### config.mk
export PLATFORM = sky130hd
export DESIGN_NAME = fifo_queue_ext
export DESIGN_NICKNAME = d
export VERILOG_FILES = /design/src/rtl/fifo_pkg.sv /design/src/rtl/fifo_queue_ext_mem.sv /design/src/rtl/fifo_queue_ext.sv
export SDC_FILE = /design/constraint.sdc
export NUM_CORES = 1
export LEC_CHECK = 0
export BUFFER_PORTS_ARGS = -buffer_cell sky130_fd_sc_hd__buf_4
export CAP_MARGIN = 20
export CORE_UTILIZATION = 55
export DETAILED_ROUTE_END_ITERATION = 12
export PLACE_DENSITY = 0.75
export SLEW_MARGIN = 20
export SYNTH_ARGS = -nofsm -noshare
export SYNTH_HDL_FRONTEND = slang
export SYNTH_SLANG_ARGS = --single-unit
export TNS_END_PERCENT = 30
### constraint.sdc
create_clock -name clk -period 3.81 [get_ports clk]
set_input_delay 0.1905 -clock clk [delete_from_list [all_inputs] [get_ports clk]]
set_output_delay 0.1905 -clock clk [all_outputs]
set_load 0.02 [all_outputs]
### src/rtl/fifo_pkg.sv
// Shared types and helpers for the extended synchronous FIFO queue.
// No logic of its own; sizing helper and an integrator-facing status bundle.
// Backpressure: n/a (declarations only).
package fifo_pkg;

    // Pointer width: address bits plus one wrap bit.
    function automatic int ptr_width(input int depth);
        return $clog2(depth) + 1;
    endfunction

    // Flag bundle for integrators who want to route the status as one bus.
    typedef struct packed {
        logic full;
        logic empty;
        logic almost_full;
        logic almost_empty;
        logic overflow;
        logic underflow;
    } fifo_status_t;

endpackage

### src/rtl/fifo_queue_ext_mem.sv
// DEPTH x DATA_WIDTH simple dual-port storage: one synchronous write port, one async read port.
// Latency: write visible on read port the cycle after the write edge; read is combinational.
// Backpressure: none; the owner decides when a write is legal.
module fifo_mem #(
    parameter int DATA_WIDTH = 8,
    parameter int DEPTH      = 16,
    parameter int AW         = $clog2(DEPTH)
) (
    input  logic                  clk,
    input  logic                  we,
    input  logic [AW-1:0]         waddr,
    input  logic [DATA_WIDTH-1:0] wdata,
    input  logic [AW-1:0]         raddr,
    output logic [DATA_WIDTH-1:0] rdata
);

    logic [DATA_WIDTH-1:0] mem [DEPTH];

    // Storage is deliberately not reset; pointers alone define valid contents.
    always_ff @(posedge clk) begin
        if (we) begin
            mem[waddr] <= wdata;
        end
    end

    assign rdata = mem[raddr];

endmodule

### src/rtl/fifo_queue_ext.sv
// Single-clock FIFO with occupancy count, almost flags, sticky errors, flush and optional FWFT.
// Latency: FWFT=0 data_out one cycle after the deq edge; FWFT=1 head shown combinationally.
// Backpressure: enq refused when full unless a deq frees a slot that cycle; refusals set sticky flags.
module fifo_queue_ext
    import fifo_pkg::*;
#(
    parameter int DATA_WIDTH = 8,
    parameter int DEPTH      = 16,
    parameter int AF_THRESH  = DEPTH - 2,
    parameter int AE_THRESH  = 2,
    parameter int FWFT       = 0
) (
    input  logic                    clk,
    input  logic                    reset,
    input  logic                    enq,
    input  logic                    deq,
    input  logic                    flush,
    input  logic                    err_clr,
    input  logic [DATA_WIDTH-1:0]   data_in,
    output logic [DATA_WIDTH-1:0]   data_out,
    output logic                    full,
    output logic                    empty,
    output logic                    almost_full,
    output logic                    almost_empty,
    output logic [$clog2(DEPTH):0]  count,
    output logic                    overflow,
    output logic                    underflow
);

    localparam int AW = $clog2(DEPTH);
    localparam int PW = ptr_width(DEPTH);

    localparam logic [PW-1:0] PTR_ONE = PW'(1);
    localparam logic [PW-1:0] AF_LVL  = PW'(AF_THRESH);
    localparam logic [PW-1:0] AE_LVL  = PW'(AE_THRESH);

    logic [PW-1:0]         wr_ptr;
    logic [PW-1:0]         rd_ptr;
    logic [DATA_WIDTH-1:0] head_dat;
    logic [DATA_WIDTH-1:0] dout_q;
    logic                  deq_ok;
    logic                  enq_ok;
    logic                  mem_we;

    // All flags come from the registered pointers only, never from enq/deq.
    assign empty        = (wr_ptr == rd_ptr);
    assign full         = (wr_ptr[AW-1:0] == rd_ptr[AW-1:0]) && (wr_ptr[AW] != rd_ptr[AW]);
    assign count        = wr_ptr - rd_ptr;
    assign almost_full  = (count >= AF_LVL);
    assign almost_empty = (count <= AE_LVL);

    // A deq on a full queue frees the slot the enq then overwrites, so both may go.
    assign deq_ok = deq && !empty;
    assign enq_ok = enq && (!full || deq_ok);
    assign mem_we = reset && !flush && enq_ok;

    fifo_mem #(
        .DATA_WIDTH (DATA_WIDTH),
        .DEPTH      (DEPTH),
        .AW         (AW)
    ) u_mem (
        .clk   (clk),
        .we    (mem_we),
        .waddr (wr_ptr[AW-1:0]),
        .wdata (data_in),
        .raddr (rd_ptr[AW-1:0]),
        .rdata (head_dat)
    );

    // Pointer update: reset beats flush beats normal traffic.
    always_ff @(posedge clk) begin
        if (!reset) begin
            wr_ptr <= '0;
            rd_ptr <= '0;
        end else if (flush) begin
            wr_ptr <= '0;
            rd_ptr <= '0;
        end else begin
            if (enq_ok) wr_ptr <= wr_ptr + PTR_ONE;
            if (deq_ok) rd_ptr <= rd_ptr + PTR_ONE;
        end
    end

    // Sticky error flags; a new error in the clear cycle keeps the flag set.
    always_ff @(posedge clk) begin
        if (!reset) begin
            overflow  <= 1'b0;
            underflow <= 1'b0;
        end else begin
            if (!flush && enq && !enq_ok) overflow <= 1'b1;
            else if (err_clr)             overflow <= 1'b0;
            if (!flush && deq && !deq_ok) underflow <= 1'b1;
            else if (err_clr)             underflow <= 1'b0;
        end
    end

    // Registered read port: capture the head on each accepted deq; flush leaves it alone.
    always_ff @(posedge clk) begin
        if (!reset) begin
            dout_q <= '0;
        end else if (!flush && deq_ok) begin
            dout_q <= head_dat;
        end
    end

    assign data_out = (FWFT != 0) ? head_dat : dout_q;

endmodule

==> key figures <==
Timing
  • Hold Violations, Final: 0
  • Max Slew Vio Count: 0
  • Worst rel slew slack: 42.6%
  • Fin Setup TNS: 0 ps
  • Period utilization: 72.7%
  • Worst Hold Slack: 14.1 ps
  • Fmax: 361 MHz
  • Post-route minimum period: 2770 ps
  • Worst Tran Pin Value: 861 ps
  • Unrepaired setup endpoints after global routing: false
  • Final Skew: 7.01 ps
  • Final worst setup slack: 1040 ps
  • # setup viols final: 0

Global routing
  • Busiest grt layer: met2
  • First-pass GRT wire length: 19200 um
  • M2 GR Usage: 37.9%
  • GRT Total Usage: 24.6%
  • Initial antenna violation count: 0
  • Largest net degree at the start of global routing: 35
  • Vias in the first global route: 3387
  • GR Util met3: 6.44%
  • Total grt overflow: 0
  • Met1 usage: 32.4%

Floorplanning
  • FP Rows: 37
  • Starting density of the core: 57.3%
  • CORE AREA: 10400 um2
  • Die X-Extent: 106 um
  • I/O pins: 33
  • Total die area: 11300 um2
  • Die height: 106 um

Pwr
  • Leakage: 2.41 nW
  • Pwr Density: 507 nW/um2
  • Peak supply drop: 0.000297 V
  • Total power: 0.00357 W

Logic synthesis
  • Top_reg_cell synth: edfxtp_1
  • Synthesized area: 5970 um2
  • Ys Warns: 0
  • Netlist cell types: 41
  • Synth Area per Inst: 17.1 um2
  • Gate Count Post-Synth: 350
  • Synth Register Bits: 148
  • Synth async-reset ratio: 0%
  • Register area share after synthesis: 71.1%
  • Post-synth EDFFs: 128
  • Syn nets: 374

Layout
  • Synthesis-to-finish area growth: 17.9%
  • Antenna diode count: 0
  • Nets@finish: 424
  • Fillers: 716
  • Fraction of layout cells with a size suffix above 1: 25.4%

CTS
  • Clock Tree Root: clkbuf_8
  • CTS buffer count: 17
  • H-tree Lvls: 4
  • Post-cts resize count: 0
  • Clk buf depth: 2
  • Worst skew pair latency: 520 ps
  • Worst-path clk slew: 60 ps
  • Clk sinks: 148
  • CTS tree: done

Worst setup path
  • Kind of critical path: flop to output port
  • CP Data Required Time: 3620 ps
  • CP Capture Type: output port
  • Crit path DAT: 2580 ps
  • CP Launch Type: flop
  • Crit Path Max Fanout: 4
  • R2R setup slack: 1200 ps

Routing
  • DR vias/cell: 6.09
  • ANT nets after route: 0
  • WL per Instance: 22.6 um
  • DRC errors left: 0
  • Vias: 3344
  • 1st-pass router iterations: 5
  • Drt total wl: 12400 um
  • Initial DRC count: 272

Placed design
  • Detailed placement HPWL: 7560 um
  • Post-Place Worst Slack: 1090 ps
  • PortBufs: 32
  • Placer congestion estimate: 0.865

Worst hold path
  • Hold Path Class: input port to flop

Run
  • Total of max-cap violations: 0

Status
  • Outcome: finished, final reports clean
[cells in the final DEF, fill, tap and decap left out, types with 3 or more instances in the layout]
cell / instances
a211o_1: 8
a21oi_1: 20
buf_4: 39
bufinv_16: 4
clkbuf_16: 16
clkinvlp_4: 3
dfxtp_1: 19
dlygate4sd3_1: 7
edfxtp_1: 128
ha_1: 9
inv_1: 7
mux4_2: 32
nand2_1: 40
nand2b_1: 3
nor2_1: 20
nor2b_1: 3
nor3_1: 4
o21ai_0: 3
or3_1: 3
xnor2_1: 5
xor2_1: 3
[metal layers]
layer / wire (um) / vias to the layer above
li1: - / 1476
met1: 5060 / 1692
met2: 6020 / 146
met3: 869 / 30
met4: 471 / 0
met5: 0 / -
[worst paths after layout]
kind	startpoint	endpoint	cells after the start
min	data_in[7]	u_mem.mem[8][7]	1
max reg2reg	wr_ptr[2]	u_mem.mem[7][6]	5
max	wr_ptr[0]	almost_empty	9
min reg2reg	overflow	overflow	1
[critical path: stages (launching register included)]
cell,delay [ps]
dfxtp_1,340
inv_1,160
ha_1,190
inv_1,50
fa_1,390
a21o_1,190
a21oi_1,180
xnor2_1,120
a211oi_1,250
buf_4,180
[registers in the layout, summed over array words and instances (netlist names)]
register / count
overflow: 1
underflow: 1
rd_ptr: 5
u_mem.mem: 128
data_out: 8
wr_ptr: 5
[final cells by class]
type | instances | area [um2] | area share, %
clock buffer | 19 | 422 | 5.99
tap | 136 | 170 | 2.42
inverter | 8 | 30.0 | 0.426
multi-input combinational | 179 | 1630 | 23.1
sequential | 148 | 4250 | 60.3
clock inverter | 13 | 183 | 2.59
timing repair buffer | 46 | 363 | 5.15
[cell families (layout without fill, tap and decap cells)]
kind of cell / count (synthesis) / count (layout) / share of synthesized area [%]
AO/OA/AOI/OAI: 49 / 49 / 5.74
XOR/XNOR: 8 / 8 / 1.17
adder cells (fa/ha/maj): 10 / 10 / 2.22
buffers and inverters: 23 / 86 / 1.72
flip-flops: 148 / 148 / 71.1
multiplexers: 34 / 34 / 12.4
AND/OR/NAND/NOR: 78 / 78 / 5.66
[per-stage QoR]
| stage | area [um2] | util [%] | instances |
|---|---|---|---|
| after floorplan | 5970 | - | 350 |
| after global placement | 6360 | 61.1 | 510 |
| after detailed placement | 6360 | 61.1 | 510 |
| after CTS | 7040 | 67.6 | 549 |
| after global routing | 7040 | 67.6 | 549 |
| final | 7040 | 67.6 | 549 |
[cell usage after synthesis, drive strengths merged (2+ instances only)]
| cell type | number | area share [%] |
|---|---|---|
| o311ai | 2 | 0.29 |
| nand2b | 3 | 0.31 |
| mux2i | 2 | 0.34 |
| mux4 | 32 | 12 |
| a32o | 2 | 0.34 |
| xor2 | 3 | 0.44 |
| or3 | 3 | 0.31 |
| a21o | 2 | 0.25 |
| clkbuf | 4 | 0.25 |
| nor2 | 20 | 1.3 |
| inv | 7 | 0.44 |
| o21a | 2 | 0.25 |
| xnor2 | 5 | 0.73 |
| buf | 11 | 0.96 |
| o2111ai | 2 | 0.29 |
| dfxtp | 20 | 6.7 |
| a21oi | 20 | 1.7 |
| nor3 | 5 | 0.42 |
| nor2b | 3 | 0.31 |
| edfxtp | 128 | 64 |
| o31ai | 2 | 0.34 |
| o21ai | 4 | 0.40 |
| a211o | 8 | 1.2 |
| ha | 9 | 1.9 |
| nand2 | 40 | 2.5 |
[timing repair]
action,4_1_cts,5_1_grt
hold buffers,7,0
setup buffers,0,0
endpoints found under the setup margin,0,0
endpoints found under the hold margin,68,0
[where the power goes]
group	switching (W)	leakage [nW]	internal (W)
logic	0.0000633	0.807	0.0000382
registers	0.00000408	1.31	0.00177
clock network	0.000636	0.286	0.00106
total	0.000703	2.41	0.00287
No activity file was read; power rests on OpenSTA's default activity.
